==> src/rtl/mips_alu_pkg.sv <==
// Shared types and constants for the MIPS ALU/divider datapath.
package mips_alu_pkg;

  localparam int DIV_WIDTH = 32;

  // Declared signed so a size cast to any WIDTH stays all-ones.
  localparam logic signed [DIV_WIDTH-1:0] DIV_ZERO_QUOTIENT = '1;

  typedef enum logic [2:0] {
    IDLE,
    PREP,
    ITER,
    FIX,
    DONE
  } div_state_e;

endpackage

==> src/rtl/div_step.sv <==
// One radix-2 restoring division step: shift in a dividend bit, trial-subtract,
// keep the difference or restore.
module div_step #(
  parameter int WIDTH = 32
) (
  input  logic [WIDTH-1:0] rem_in,
  input  logic             bit_in,
  input  logic [WIDTH-1:0] divisor,
  output logic [WIDTH-1:0] rem_out,
  output logic             q_bit
);

  logic [WIDTH:0] shifted;
  logic [WIDTH:0] diff;

  always_comb begin
    shifted = {rem_in, bit_in};
    diff    = shifted - {1'b0, divisor};
    // The top bit of the trial difference is the borrow.
    q_bit   = ~diff[WIDTH];
    rem_out = q_bit ? diff[WIDTH-1:0] : shifted[WIDTH-1:0];
  end

endmodule

==> src/rtl/div_seq.sv <==
// Multi-cycle restoring divider for MIPS DIV/DIVU (quotient -> LO, remainder -> HI).
// Define DIV_EARLY_EXIT_EN to finish in two cycles when |dividend| < |divisor|.
module div_seq
  import mips_alu_pkg::*;
#(
  parameter int WIDTH = DIV_WIDTH
) (
  input  logic             clk,
  input  logic             rst_n,
  input  logic             start,
  input  logic             signed_op,
  input  logic [WIDTH-1:0] dividend,
  input  logic [WIDTH-1:0] divisor,
  output logic             busy,
  output logic             done,
  output logic [WIDTH-1:0] quotient,
  output logic [WIDTH-1:0] remainder,
  output logic             div_by_zero
);

  localparam int CW = (WIDTH > 1) ? $clog2(WIDTH) : 1;
  localparam logic [CW-1:0] LAST_STEP = CW'(WIDTH - 1);
  localparam logic [WIDTH-1:0] ZERO_Q = WIDTH'(DIV_ZERO_QUOTIENT);

  div_state_e state_reg, state_next;

  logic [WIDTH-1:0] dvd_reg, dvs_reg, mag_dvs_reg;
  logic [WIDTH-1:0] quo_reg, rem_reg;
  logic [WIDTH-1:0] quotient_reg, remainder_reg;
  logic             sgn_reg, q_neg_reg, r_neg_reg, dbz_reg, dbz_out_reg;
  logic [CW-1:0]    count_reg;

  logic             dvd_neg, dvs_neg, dvs_zero, early;
  logic [WIDTH-1:0] mag_dvd, mag_dvs, fix_q, fix_r, step_rem;
  logic             step_q;

  assign dvd_neg  = sgn_reg & dvd_reg[WIDTH-1];
  assign dvs_neg  = sgn_reg & dvs_reg[WIDTH-1];
  assign mag_dvd  = dvd_neg ? -dvd_reg : dvd_reg;
  assign mag_dvs  = dvs_neg ? -dvs_reg : dvs_reg;
  assign dvs_zero = (dvs_reg == '0);

`ifdef DIV_EARLY_EXIT_EN
  assign early = (mag_dvd < mag_dvs);
`else
  assign early = 1'b0;
`endif

  assign fix_q = q_neg_reg ? -quo_reg : quo_reg;
  assign fix_r = r_neg_reg ? -rem_reg : rem_reg;

  div_step #(.WIDTH(WIDTH)) u_step (
    .rem_in  (rem_reg),
    .bit_in  (quo_reg[WIDTH-1]),
    .divisor (mag_dvs_reg),
    .rem_out (step_rem),
    .q_bit   (step_q)
  );

  always_ff @(posedge clk or negedge rst_n) begin
    if (!rst_n) begin
      state_reg <= IDLE;
    end else begin
      state_reg <= state_next;
    end
  end

  // Short-cut results also pass through FIX (with no negation pending) so the
  // divide-by-zero and early-exit paths both land in DONE two edges after start.
  always_comb begin
    state_next = state_reg;
    case (state_reg)
      IDLE: if (start) state_next = PREP;
      PREP: state_next = (dvs_zero || early) ? FIX : ITER;
      ITER: if (count_reg == LAST_STEP) state_next = FIX;
      FIX:  state_next = DONE;
      DONE: state_next = IDLE;
      default: state_next = IDLE;
    endcase
  end

  always_ff @(posedge clk or negedge rst_n) begin
    if (!rst_n) begin
      dvd_reg       <= '0;
      dvs_reg       <= '0;
      mag_dvs_reg   <= '0;
      quo_reg       <= '0;
      rem_reg       <= '0;
      quotient_reg  <= '0;
      remainder_reg <= '0;
      sgn_reg       <= 1'b0;
      q_neg_reg     <= 1'b0;
      r_neg_reg     <= 1'b0;
      dbz_reg       <= 1'b0;
      dbz_out_reg   <= 1'b0;
      count_reg     <= '0;
    end else begin
      case (state_reg)
        IDLE: begin
          if (start) begin
            dvd_reg <= dividend;
            dvs_reg <= divisor;
            sgn_reg <= signed_op;
          end
        end
        PREP: begin
          count_reg <= '0;
          dbz_reg   <= dvs_zero;
          if (dvs_zero) begin
            quo_reg   <= ZERO_Q;
            rem_reg   <= dvd_reg;
            q_neg_reg <= 1'b0;
            r_neg_reg <= 1'b0;
          end else if (early) begin
            quo_reg   <= '0;
            rem_reg   <= dvd_reg;
            q_neg_reg <= 1'b0;
            r_neg_reg <= 1'b0;
          end else begin
            quo_reg     <= mag_dvd;
            rem_reg     <= '0;
            mag_dvs_reg <= mag_dvs;
            q_neg_reg   <= dvd_neg ^ dvs_neg;
            r_neg_reg   <= dvd_neg;
          end
        end
        ITER: begin
          // quo_reg shifts dividend bits out the top and quotient bits in the bottom.
          rem_reg   <= step_rem;
          quo_reg   <= {quo_reg[WIDTH-2:0], step_q};
          count_reg <= count_reg + 1'b1;
        end
        FIX: begin
          quotient_reg  <= fix_q;
          remainder_reg <= fix_r;
          dbz_out_reg   <= dbz_reg;
        end
        default: ;
      endcase
    end
  end

  assign busy        = (state_reg == ITER) || (state_reg == FIX) || (state_reg == DONE);
  assign done        = (state_reg == DONE);
  assign quotient    = quotient_reg;
  assign remainder   = remainder_reg;
  assign div_by_zero = dbz_out_reg;

endmodule

==> config.mk <==
export PLATFORM = sky130hd
export DESIGN_NAME = div_seq
export DESIGN_NICKNAME = d
export VERILOG_FILES = /design/src/rtl/mips_alu_pkg.sv /design/src/rtl/div_step.sv /design/src/rtl/div_seq.sv
export SDC_FILE = /design/constraint.sdc
export NUM_CORES = 1
export LEC_CHECK = 0
export BUFFER_PORTS_ARGS = -buffer_cell sky130_fd_sc_hd__buf_2
export CAP_MARGIN = 20
export CORE_MARGIN = 2
export CORE_UTILIZATION = 40
export CTS_BUF_LIST = sky130_fd_sc_hd__clkbuf_4 sky130_fd_sc_hd__clkbuf_8
export DETAILED_ROUTE_END_ITERATION = 16
export GPL_TIMING_DRIVEN = 0
export SLEW_MARGIN = 5
export SYNTH_ARGS = -nofsm -noshare
export SYNTH_HDL_FRONTEND = slang
export SYNTH_SLANG_ARGS = --single-unit
==> constraint.sdc <==
create_clock -name clk -period 5.19 [get_ports clk]
set_clock_uncertainty 0.15 [all_clocks]
set_input_delay 1.038 -clock clk [delete_from_list [all_inputs] [get_ports clk]]
set_output_delay 1.038 -clock clk [all_outputs]
set_load 0.05 [all_outputs]
# Word-level counts from Yosys, hierarchy flattened
# Index checks and enable logic that the tools add are counted.
# W data, S select, Z words.
[classes] mux=16 add_sub_neg=6 eq_ne=7 n_reduce_logical=8 bitwise=5
[ops] operator="$mux W32" count=7
[ops] operator="$neg A32 Y32" count=4
[ops] operator="$pmux W32 S2" count=2
[ops] operator="$sub A33 B32 Y33" count=1
[ops] operator="$logic_not A32 Y1" count=1
[ops] operator="$pmux W3 S4" count=1
[ops] operator="$pmux W5 S2" count=1
[ops] operator="$eq A3 B2 Y1 const B" count=2
[ops] operator="$mux W3" count=2
[ops] operator="$reduce_and A2 Y1" count=3
[ops] operator="$add A5 B1 Y5 const B" count=1
[ops] operator="$eq A5 B5 Y1 const B" count=1
[ops] operator="$ne A2 B2 Y1 const B" count=2
[ops] operator="$eq A3 B1 Y1 const B" count=1
[ops] operator="$eq A3 B3 Y1 const B" count=1
[ops] operator="$logic_not A3 Y1" count=1
[ops] operator="$mux W1" count=3
[ops] operator="$and A1 B1 Y1" count=2
[ops] operator="$logic_or A1 B1 Y1" count=2
[ops] operator="$not A1 Y1" count=2
[ops] operator="$reduce_bool A2 Y1" count=1
[ops] operator="$xor A1 B1 Y1" count=1
[totals] reg_bits=237 in_bits=68 out_inout_bits=67

# Logic depth before layout (Yosys ltp)
# Gate-level depths: netlist (run 1).
[logic_depth] depth_word=4 depth_mapped=14

# Cells and area by module
# Synthesis (run 1) repeated with hierarchy kept, for this count alone.
[hier_totals] hier_cells=1467 hier_area_um2=13902.1
[by_module_without_submodules] mod="div_seq" instances=1 area_per_inst_um2=11543.6 seq_area_each_um2=5930.7 cells_per_inst=1162
[by_module_without_submodules] mod="div_step" instances=1 area_per_inst_um2=2358.5 seq_area_each_um2=0.0 cells_per_inst=305

# Least setup slack after synthesis (run 1)
# Ideal clock, no wire load.
[synth_path] kind="flip-flop to flip-flop" from="register rem_reg[15]" to="register rem_reg[6]" setup_slack_ps=1491 arrival_ps=3408 period_less_slack_ps=3699 path_stages_with_launch=14 path_cell_list="dfrtp_1 > ha_1 > clkbuf_1 > and3_1 > and4_1 > a221o_1 > a21o_1 > o21a_1 > nor4_1 > clkbuf_1 > clkbuf_1 > nor2_1 > a211oi_1 > a31oi_1"
[synth_between] elab_chain_len=3
[synth_rtl] item="from (decl)" line="div_seq.sv:28" text="logic [WIDTH-1:0] quo_reg, rem_reg;"
[synth_rtl] item="from (signal assigned)" line="div_seq.sv:111" text="rem_reg <= dvd_reg;"
[synth_rtl] item="from (signal assigned)" line="div_seq.sv:116" text="rem_reg <= dvd_reg;"
[synth_rtl] item="from (signal assigned)" line="div_seq.sv:129" text="rem_reg <= step_rem;"
[synth_rtl] item="$sub A33 B32 Y33" line="div_step.sv:18" text="diff = shifted - {1'b0, divisor};"
[synth_rtl] item="$mux W32" line="div_step.sv:21" text="rem_out = q_bit ? diff[WIDTH-1:0] : shifted[WIDTH-1:0];"
[synth_rtl] item="$pmux W32 S2" line="div_seq.sv:98" text="case (state_reg)"
# No other way between the ends.
# A chain may end at the register's enable or synchronous reset.

# Final worst setup path (run 1)
[layout_path] from="register quo_reg[31]" to="register rem_reg[1]"
[layout_between] elab_chain_len=3
[layout_rtl] item="from (decl)" line="div_seq.sv:28"
[layout_rtl] item="from (signal assigned)" line="div_seq.sv:120" text="quo_reg <= mag_dvd;"
[layout_rtl] item="from (signal assigned)" line="div_seq.sv:130" text="quo_reg <= {quo_reg[WIDTH-2:0], step_q};"
[layout_rtl] item="$sub A33 B32 Y33" line="div_step.sv:18"
[layout_rtl] item="$mux W32" line="div_step.sv:21"
[layout_rtl] item="$pmux W32 S2" line="div_seq.sv:98"
# No other way between the ends.

==> impl_results.md, run 1 <==
* Routed WL per cell at 19.86 µm
* First-pass GRT wire length at 70080 µm
* TritonCTS clock tree: done
* Asr flop ratio synth at 100.0%
* Total die area at 36510 µm²
* Worst-skew pair later-pin latency at 0.59 ns
* Synthesized net count at 1661
* Vias at 12494
* Final hold violations at 0
* Setup bufs post-CTS at 0
* DRT iter0 DRCs at 951
* Synth top area share at 42.36%
* Die outline height at 191.1 µm
* Worst setup SP type: flip-flop
* Clock Root Buffer: clkbuf_8
* Final min period at 4.398 ns
* Hold_buf cts at 0
* Crit share post-route at 84.74%
* Sequential share of the synthesized area at 42.36%
* Clk sinks at 237
* Max cap viols at 0
* Post-CTS sizing at 0
* Share of cells above drive strength 1 at 16.95%
* CP required at 5.46 ns
* Clk buf depth at 3
* Yosys warning count at 0
* Worst-Margin Slew at 1.027 ns
* Rows at 68
* Most common cell after layout, fill and taps aside: dfrtp_1
* Top post-synthesis cells by area: dfrtp_1, xor2_1, nand2_1
* RePlAce Congestion at 0.9257
* FF+latch area at 5931 µm²
* Nets at 1845
* Synth Flop Type: dfrtp_1
* Pin count of the biggest net entering global routing at 100
* Final Instance Area at 16340 µm²
* Filler Cell Count at 3492
* Synth unique cells at 68
* Nature of the critical path endpoint: flip-flop
* Num CTS Buffers at 44
* Fmax at 0.2274 GHz
* Crit-path max FO at 10
* Worst Setup Path Type: flip-flop to flip-flop
* Syn avg cell area at 9.009 µm²
* Overflow after GRT at 0
* Initial antenna violation count at 0
* WP data arrival at 4.67 ns
* Cells after synthesis at 1554
* Starting Density at 40.53%
* Area of the multi-input gates at 7530 µm²
* Leading cell types in the layout, fill and taps excluded: dfrtp_1, nand2_1, buf_2
* Synth area leader: dfrtp_1
* Routed WL at 44200 µm
* I/O pin count at 135
* P&R area growth vs syn at 16.74%
* Yosys reg bits at 237
* Via/cell ratio at 5.615
* Port buffer count at 134
* Post-synth EDFFs at 0
* Ant. Diodes at 0
* Unrepaired setup endpoints after global routing: no
* Placed cell area at 15330 µm²
* Worst Setup SP: quo_reg[31]
* # DRC at 0
* Core area at 34540 µm²
* Syn Std Cell Area at 14000 µm²
* Reg2reg start: quo_reg[31]
* Post-route ant nets at 0
* Pre-Repair DR Iteration Count at 5
* Min-delay worst type: input port to async pin
* Die W at 191.1 µm
* Max-slew headroom at 31.27%
* Via count of the first global-routing pass at 12292
* Clock slew seen by the registers of the worst setup and hold paths at 0.06 ns
* Setup-failing EPs final at 0
* Hpwl dp at 33910 µm
* Slew Viols, Final at 0
* GR Util All Layers at 24.84%
* Hold Slack at 0.2271 ns
* Status: completed
* H-tree levels at 2
==> metrics by stage <==
step / setup slack, ns / setup TNS, ns / utilization (%) / std cells
after global placement: -1.334 / -306.73 / 44.12 / 2143
after detailed placement: 0.8821 / 0 / 44.37 / 2147
after global routing: 0.4868 / 0 / 47.31 / 2225
after floorplan: 1.491 / 0 / - / 1554
after CTS: 0.8444 / 0 / 47.31 / 2225
final: 0.7922 / 0 / 47.31 / 2225
==> per-layer routing <==
layer  track usage [%]  share of wire (%)  up-vias
li1                  -                  -     5913
met1             34.12                 45     5989
met2             37.76                 42      480
met3             5.214                8.1      112
met4             10.86                4.2        0
met5                 0                  0        -
==> worst max-delay path, cell delays in order (launching register included) <==
cell      delay [ns]
dfrtp_1         0.38
inv_1           0.08
ha_1            0.23
fa_1            0.41
nand2b_1        0.18
a21o_1          0.20
a211oi_1        0.45
o21a_1          0.26
nor4_1          0.07
nor4_1          0.38
clkbuf_1        0.45
clkbuf_1        0.57
nor2_1          0.08
a211oi_1        0.25
a31oi_1         0.07
==> synthesized netlist by cell type (all sizes together), types with 3 or more instances <==
cell,count
nor4,16
o21ai,206
mux2,75
and3,14
o211ai,10
or4,19
nand4,8
o31ai,27
a31oi,15
o21bai,3
a211oi,9
or2,8
a21o,14
nor2,78
a221o,5
and2,9
xnor2,45
o41ai,13
or3,22
nand3,44
nand2b,12
nor2b,8
clkbuf,77
mux2i,6
ha,38
a22oi,14
a21oi,87
o21a,6
nand2,211
buf,7
dfrtp,237
xor2,98
a2111oi,3
o31a,4
o22ai,9
nor3,19
inv,53
==> worst paths after layout <==
path / end / slack [ns] / cells after the start
max in group asynchronous: quotient[23] / 3.78 / 2
setup reg to reg: rem_reg[1] / 0.79 / 14
min in group clk: quotient[1] / 0.32 / 2
hold reg to reg: quotient[1] / 0.32 / 2
setup / recovery: rem_reg[1] / 0.79 / 14
hold / removal: dvs_reg[10] / 0.23 / 1
==> cell families (layout without fill, tap and decap cells) <==
family | after synthesis | in the layout | synth area share (%)
and+or+nand+nor | 474 | 474 | 15.93
AOI/OAI and AO/OA | 442 | 442 | 18.83
DFF | 237 | 237 | 42.36
xor gates and xnor gates | 143 | 143 | 8.946
buffers and inverters | 138 | 354 | 3.932
muxes | 81 | 81 | 6.462
adders and majority gates | 39 | 39 | 3.539
==> final cells by class <==
| cell class | instances | area share, % |
|---|---|---|
| multi-input combinational | 1179 | 46.07 |
| sequential | 237 | 36.29 |
| clock buffer | 67 | 5.221 |
| timing repair buffer | 138 | 4.578 |
| tap | 455 | 3.483 |
| buffer | 84 | 2.128 |
| inverter | 54 | 1.240 |
| clock inverter | 11 | 0.9876 |
Power of run 1 is left out: the tool's default activity adds up to more than one toggle a clock period on the data nets, which glitch-free logic cannot reach.
==> run 2: changes to the inputs <==
--- a/config.mk
+++ b/config.mk
@@ -5,6 +5,7 @@
 export SDC_FILE = /design/constraint.sdc
 export NUM_CORES = 1
 export LEC_CHECK = 0
+export ABC_AREA = 1
 export BUFFER_PORTS_ARGS = -buffer_cell sky130_fd_sc_hd__buf_2
 export CAP_MARGIN = 20
 export CORE_MARGIN = 2
==> constraint.sdc (replaced) <==
create_clock -name clk -period 4.4 [get_ports clk]
set_clock_uncertainty 0.15 [all_clocks]
set_input_delay 0.88 -clock clk [delete_from_list [all_inputs] [get_ports clk]]
set_output_delay 0.88 -clock clk [all_outputs]
set_load 0.05 [all_outputs]
==> run 2 against run 1 <==
  * Synthesized area up 14%
  * Largest cell class unchanged
  * Critical path depth up 2
  * Synthesized cell count up 51%
  * Worst hold slack better by 0.10 ns
  * Design area up 12%
  * Critical path type unchanged
  * Critical endpoint is now rem_reg[23]
==> impl_results.md, run 2 <==
* Final min period at 3.128 ns
* Worst Hold Path Cells at 2
* Nets at 2632
* Fin worst setup slack at 1.272 ns
* Synth top area share at 37.12%
* Synthesized net count at 2450
* DRT iter0 DRCs at 1073
* Slowest-stage cell, CP: dfrtp_1
* Slew Viols, Final at 0
* Min-delay worst type: flip-flop to flip-flop
* Sequential share of the synthesized area at 37.12%
* Max stage delay on crit path at 0.41 ns
* Worst-Margin Slew at 0.7257 ns
* Rows at 73
* Post-CTS sizing at 0
* Via count of the first global-routing pass at 15334
* Worst-skew pair later-pin latency at 0.58 ns
* Die outline height at 203.9 µm
* GR Util All Layers at 27.44%
* Pre-Repair DR Iteration Count at 6
* Via/cell ratio at 5.117
* Hold_buf cts at 1
* H-tree levels at 2
* P&R area growth vs syn at 14.18%
* Max cap viols at 0
* I/O pin count at 135
* Hold Path End: quotient[26]
* Inst Count DP at 3004
* DP Worst Slack at 1.021 ns
* Most common cell after layout, fill and taps aside: nand2_1
* Leading cell types in the layout, fill and taps excluded: nand2_1, inv_1, nor2_1
* Final Instance Area at 18240 µm²
* Setup-failing EPs final at 0
* Compound-Gate Fraction of Synth Area at 11.65%
* Worst Setup Path Type: flip-flop to flip-flop
* Asr flop ratio synth at 100.0%
* Clock Root Buffer: clkbuf_8
* Hold_sp: quotient[26]
* Share of cells above drive strength 1 at 11.83%
* R2R Setup Slk at 1.27 ns
* Crit path buf inv count at 3
* Routed WL per cell at 18.21 µm
* TritonCTS clock tree: done
* Crit Reg-Reg Endpoint: rem_reg[23]
* Most instantiated library cell after synthesis: nand2_1
* Post-synth EDFFs at 0
* Setup TNS at 0 ns
* Yosys warning count at 0
* Setup bufs post-CTS at 0
* Core area at 39550 µm²
* Mux contribution to synthesized area at 0.7753%
* Final hold violations at 0
* Crit-path max FO at 10
* Top post-synthesis cells by area: dfrtp_1, nand2_1, inv_1
* Pin count of the biggest net entering global routing at 112
* Ant. Diodes at 0
* Clk sinks at 237
* Crit share post-route at 71.09%
* CP required at 4.71 ns
* Synth area leader: dfrtp_1
* Hpwl dp at 45450 µm
* WP data arrival at 3.43 ns
* Fmax at 0.3197 GHz
* Worst reg2reg path depth at 16
* Nature of the critical path endpoint: flip-flop
* Total die area at 41560 µm²
* Placed cell area at 17370 µm²
* CP top delay family: simple AND/OR/NAND/NOR gates
* Yosys reg bits at 237
* Routed WL at 56020 µm
* # DRC at 0
* Num CTS Buffers at 43
* Clk buf depth at 3
* Status: completed
* Clock slew seen by the registers of the worst setup and hold paths at 0.06 ns
* Starting Density at 40.40%
* RePlAce Congestion at 0.9931
* Vias at 15746
* Synth unique cells at 50
* Cells after synthesis at 2343
* Adder-cell share of the synthesized area at 3.101%
* Die W at 203.9 µm
* Initial antenna violation count at 0
* Overflow after GRT at 0
* Syn Std Cell Area at 15980 µm²
* Worst setup SP type: flip-flop
* Synth Flop Type: dfrtp_1
* Reg2reg start: quo_reg[31]
* Layout Cells excl Fill at 3077
* Unrepaired setup endpoints after global routing: no
* Simple-gate share of the synthesized area at 31.86%
* Main combinational cell family by area after synthesis: simple AND/OR/NAND/NOR gates
* Post-synthesis xor/xnor area fraction at 4.714%
* First-pass GRT wire length at 87910 µm
* Port buffer count at 134
* Syn avg cell area at 6.819 µm²
* Synth top cells by count: nand2_1, inv_1, nor2_1, dfrtp_1, nand3_1
* Max-slew headroom at 51.62%
* Crit path cell chain: inv_1, ha_1, fa_1, inv_1, nand2_1, nand2_1, nand3_1, nand2_2, nand2_1, nand2_2, nand2_2, nand3_2, buf_2, nand3_1, nand3_1, a21oi_1
* Post-route ant nets at 0
==> run 2: changes by cell type after synthesis, moves of 19 or more <==
cell and delta:
a21oi_1 +63, clkbuf_1 -27, inv_1 +293, mux2_2 -51, nand2_1 +411, nand3_1 +157, nand4_1 +21, nor2_1 +184
o21ai_1 -78, o31ai_1 -22, or3_1 -19, xnor2_1 -39
==> run 2: worst max path at each step <==
| stage | slack, ns | cells past startpoint | endpoint | start |
|---|---|---|---|---|
| detailed placement | 1.02 | 6 | dvs_reg[27] | start |
| CTS | 1.30 | 16 | rem_reg[22] | quo_reg[31] |
| global placement | -2.04 | 1 | dvs_reg[7] | rst_n |
| global route | 1.09 | 16 | rem_reg[22] | quo_reg[31] |
| floorplan | 2.07 | 16 | rem_reg[5] | quo_reg[31] |
| finish | 1.27 | 16 | rem_reg[23] | quo_reg[31] |
==> run 2: metal layers <==
| layer | global-route usage [%] | up-vias | routed length [µm] |
|---|---|---|---|
| li1 | - | 7826 | - |
| met1 | 37.80 | 7325 | 25530 |
| met2 | 44.78 | 510 | 25300 |
| met3 | 3.954 | 85 | 3643 |
| met4 | 8.029 | 0 | 1549 |
| met5 | 0 | - | 0 |
==> run 2: worst min-delay path: stages, from the launching register on <==
cell,delay [ns]
dfrtp_1,0.34
nand2_1,0.06
nand2_1,0.05
==> run 2: stage by stage <==
step | util [%] | hold slack, ns
final | 46.13 | 0.3282
after global routing | 46.13 | 0.3429
after CTS | 46.13 | 0.3277
after detailed placement | 43.92 | 0.3121
after global placement | 43.76 | 0.3080
after floorplan | - | 0.2902
==> run 2: cell type report <==
class	instances	area, µm²
Buffer	81	401.6
Clock buffer	66	833.3
Clock inverter	6	30.03
Fill cell	4174	21310
Inverter	352	1321
Multi-Input combinational cell	1673	8324
Sequential cell	237	5931
Tap cell	525	656.9
Timing Repair Buffer	137	745.7
==> run 2: cells by family (layout without fill, tap and decap cells) <==
group / Yosys count / in the layout
and+or+nand+nor: 1194 / 1194
DFF: 237 / 237
buffers and inverters: 433 / 642
adders and majority gates: 39 / 39
muxes: 11 / 11
xor gates and xnor gates: 86 / 86
AOI/OAI and AO/OA: 343 / 343
Power of run 2 is left out for the same reason.
==> run 3: changes to the inputs <==
==> constraint.sdc (replaced) <==
create_clock -name clk -period 3.15 [get_ports clk]
set_clock_uncertainty 0.15 [all_clocks]
set_input_delay 0.63 -clock clk [delete_from_list [all_inputs] [get_ports clk]]
set_output_delay 0.63 -clock clk [all_outputs]
set_load 0.05 [all_outputs]
==> run 3 against run 2 <==
  * Maximum frequency up 4.4%
  * Count of clock-buffer cells in the layout unchanged
  * Critical path depth stayed put
  * Utilization increased by 0.11 points
  * First-iteration DRC count is 6.8% lower
  * Global-route usage is the same
  * Flip-flop and latch count is the same
  * Non-clock buffer count is 3 higher
  * Critical path type unchanged
  * Critical endpoint is now rem_reg[22]
==> impl_results.md, run 3 (synthesis results as in run 2) <==
* Total die area at 41560 µm²
* Clk buf depth at 3
* Via count of the first global-routing pass at 15334
* Crit share post-route at 95.14%
* Pin count of the biggest net entering global routing at 112
* Starting Density at 40.40%
* Clk sinks at 237
* Filler Cell Count at 4167
* Leading cell types in the layout, fill and taps excluded: nand2_1, inv_1, nor2_1
* Fmax at 0.3337 GHz
* Status: completed
* H-tree levels at 2
* Core area at 39550 µm²
* Port buffer count at 134
* Share of cells above drive strength 1 at 11.98%
* Fin worst setup slack at 0.1531 ns
* Min-delay worst type: input port to flip-flop
* Pre-Repair DR Iteration Count at 5
* P&R area growth vs syn at 14.46%
* GR Util All Layers at 27.44%
* Final hold violations at 0
* Clock Root Buffer: clkbuf_8
* Area of the multi-input gates at 8344 µm²
* Via/cell ratio at 5.119
* Routed WL per cell at 18.21 µm
* Nets at 2635
* Most common cell after layout, fill and taps aside: nand2_1
* Vias at 15765
* RePlAce Congestion at 0.9931
* Crit-path max FO at 10
* CP required at 3.46 ns
* Worst-skew pair later-pin latency at 0.58 ns
* Worst-Margin Slew at 0.7409 ns
* First-pass GRT wire length at 87910 µm
* # DRC at 0
* Post-route ant nets at 0
* Max cap viols at 0
* Initial antenna violation count at 0
* Unrepaired setup endpoints after global routing: no
* DP Worst Slack at 0.02137 ns
* Nature of the critical path endpoint: flip-flop
* TritonCTS clock tree: done
* Num CTS Buffers at 43
* Layout Cells excl Fill at 3080
* Worst setup SP type: flip-flop
* Max-slew headroom at 50.61%
* Final min period at 2.997 ns
* Die outline height at 203.9 µm
* I/O pin count at 135
* Die W at 203.9 µm
* DRT iter0 DRCs at 1000
* WP data arrival at 3.31 ns
* Ant. Diodes at 0
* Slew Viols, Final at 0
* Clock slew seen by the registers of the worst setup and hold paths at 0.06 ns
* Setup-failing EPs final at 0
* Routed WL at 56090 µm
* FF+latch area at 5931 µm²
* Hpwl dp at 45450 µm
* Worst Setup Path Type: flip-flop to flip-flop
* Overflow after GRT at 0
* Rows at 73
* Inst Count DP at 3004
==> run 3: cell types whose count changed in the layout (fill, tap and decap cells not counted) <==
cell,previous run,this run
buf_2,151,150
buf_4,2,5
clkbuf_4,12,13
nand3_1,201,200
nand3_2,3,2
nand3_4,0,2
==> run 3: final timing paths <==
kind	cells past startpoint	to	from	slack, ns
setup / recovery	16	rem_reg[22]	quo_reg[31]	0.15
hold / removal	2	dvd_reg[12]	dividend[12]	0.13
setup reg to reg	16	rem_reg[22]	quo_reg[31]	0.15
hold reg to reg	2	quotient[26]	quotient[26]	0.33
max in group asynchronous	4	dvs_reg[25]	rst_n	1.13
min in group asynchronous	2	rem_reg[10]	rst_n	0.34
==> run 3: layer usage <==
layer / GRT usage, % / share of wire (%) / vias to the layer above
met5: 0 / 0 / -
met4: 8.029 / 2.8 / 0
met3: 3.954 / 6.5 / 83
met2: 44.78 / 45 / 511
met1: 37.80 / 46 / 7342
li1: - / - / 7829
==> run 3: critical path, cell delays in order (launching register included) <==
cell and delay (ns):
dfrtp_1 0.41, inv_1 0.15, ha_1 0.25, fa_1 0.39
inv_1 0.09, nand2_1 0.07, nand2_1 0.10, nand3_2 0.12
nand2_2 0.12, nand2_1 0.07, nand2_2 0.08, nand2_2 0.13
nand3_4 0.14, clkbuf_4 0.22, nand3_1 0.16, nand3_1 0.15
a21oi_1 0.08
==> run 3: cell type report <==
class                   count  share of cell area (%)
multi-input cells        1673                   45.62
flip-flops and latches    237                   32.43
inverters                 352                   7.224
clock buffers              66                   4.556
repair buffers            140                   4.201
well taps                 525                   3.592
plain buffers              81                   2.210
clock inverters             6                  0.1642
==> run 3: per-stage QoR <==
stage          util (%)  setup TNS [ns]  instance area [µm²]  hold slack (ns)
3_5_place_dp      43.92               0                17370           0.3121
5_1_grt           46.24               0                18290           0.1233
2_1_floorplan         -               0                15980           0.1844
4_1_cts           46.13               0                18240           0.1047
6_report          46.24               0                18290           0.1282
3_3_place_gp      43.76         -710.01                17310           0.3080
==> run 3: repair_timing <==
action,4_1_cts,5_1_grt
hold buffers,1,0
gates resized for setup,0,4
buffers inserted,0,3
endpoints found under the hold margin,24,0
setup endpoints to repair,0,29
Power of run 3 is left out for the same reason.
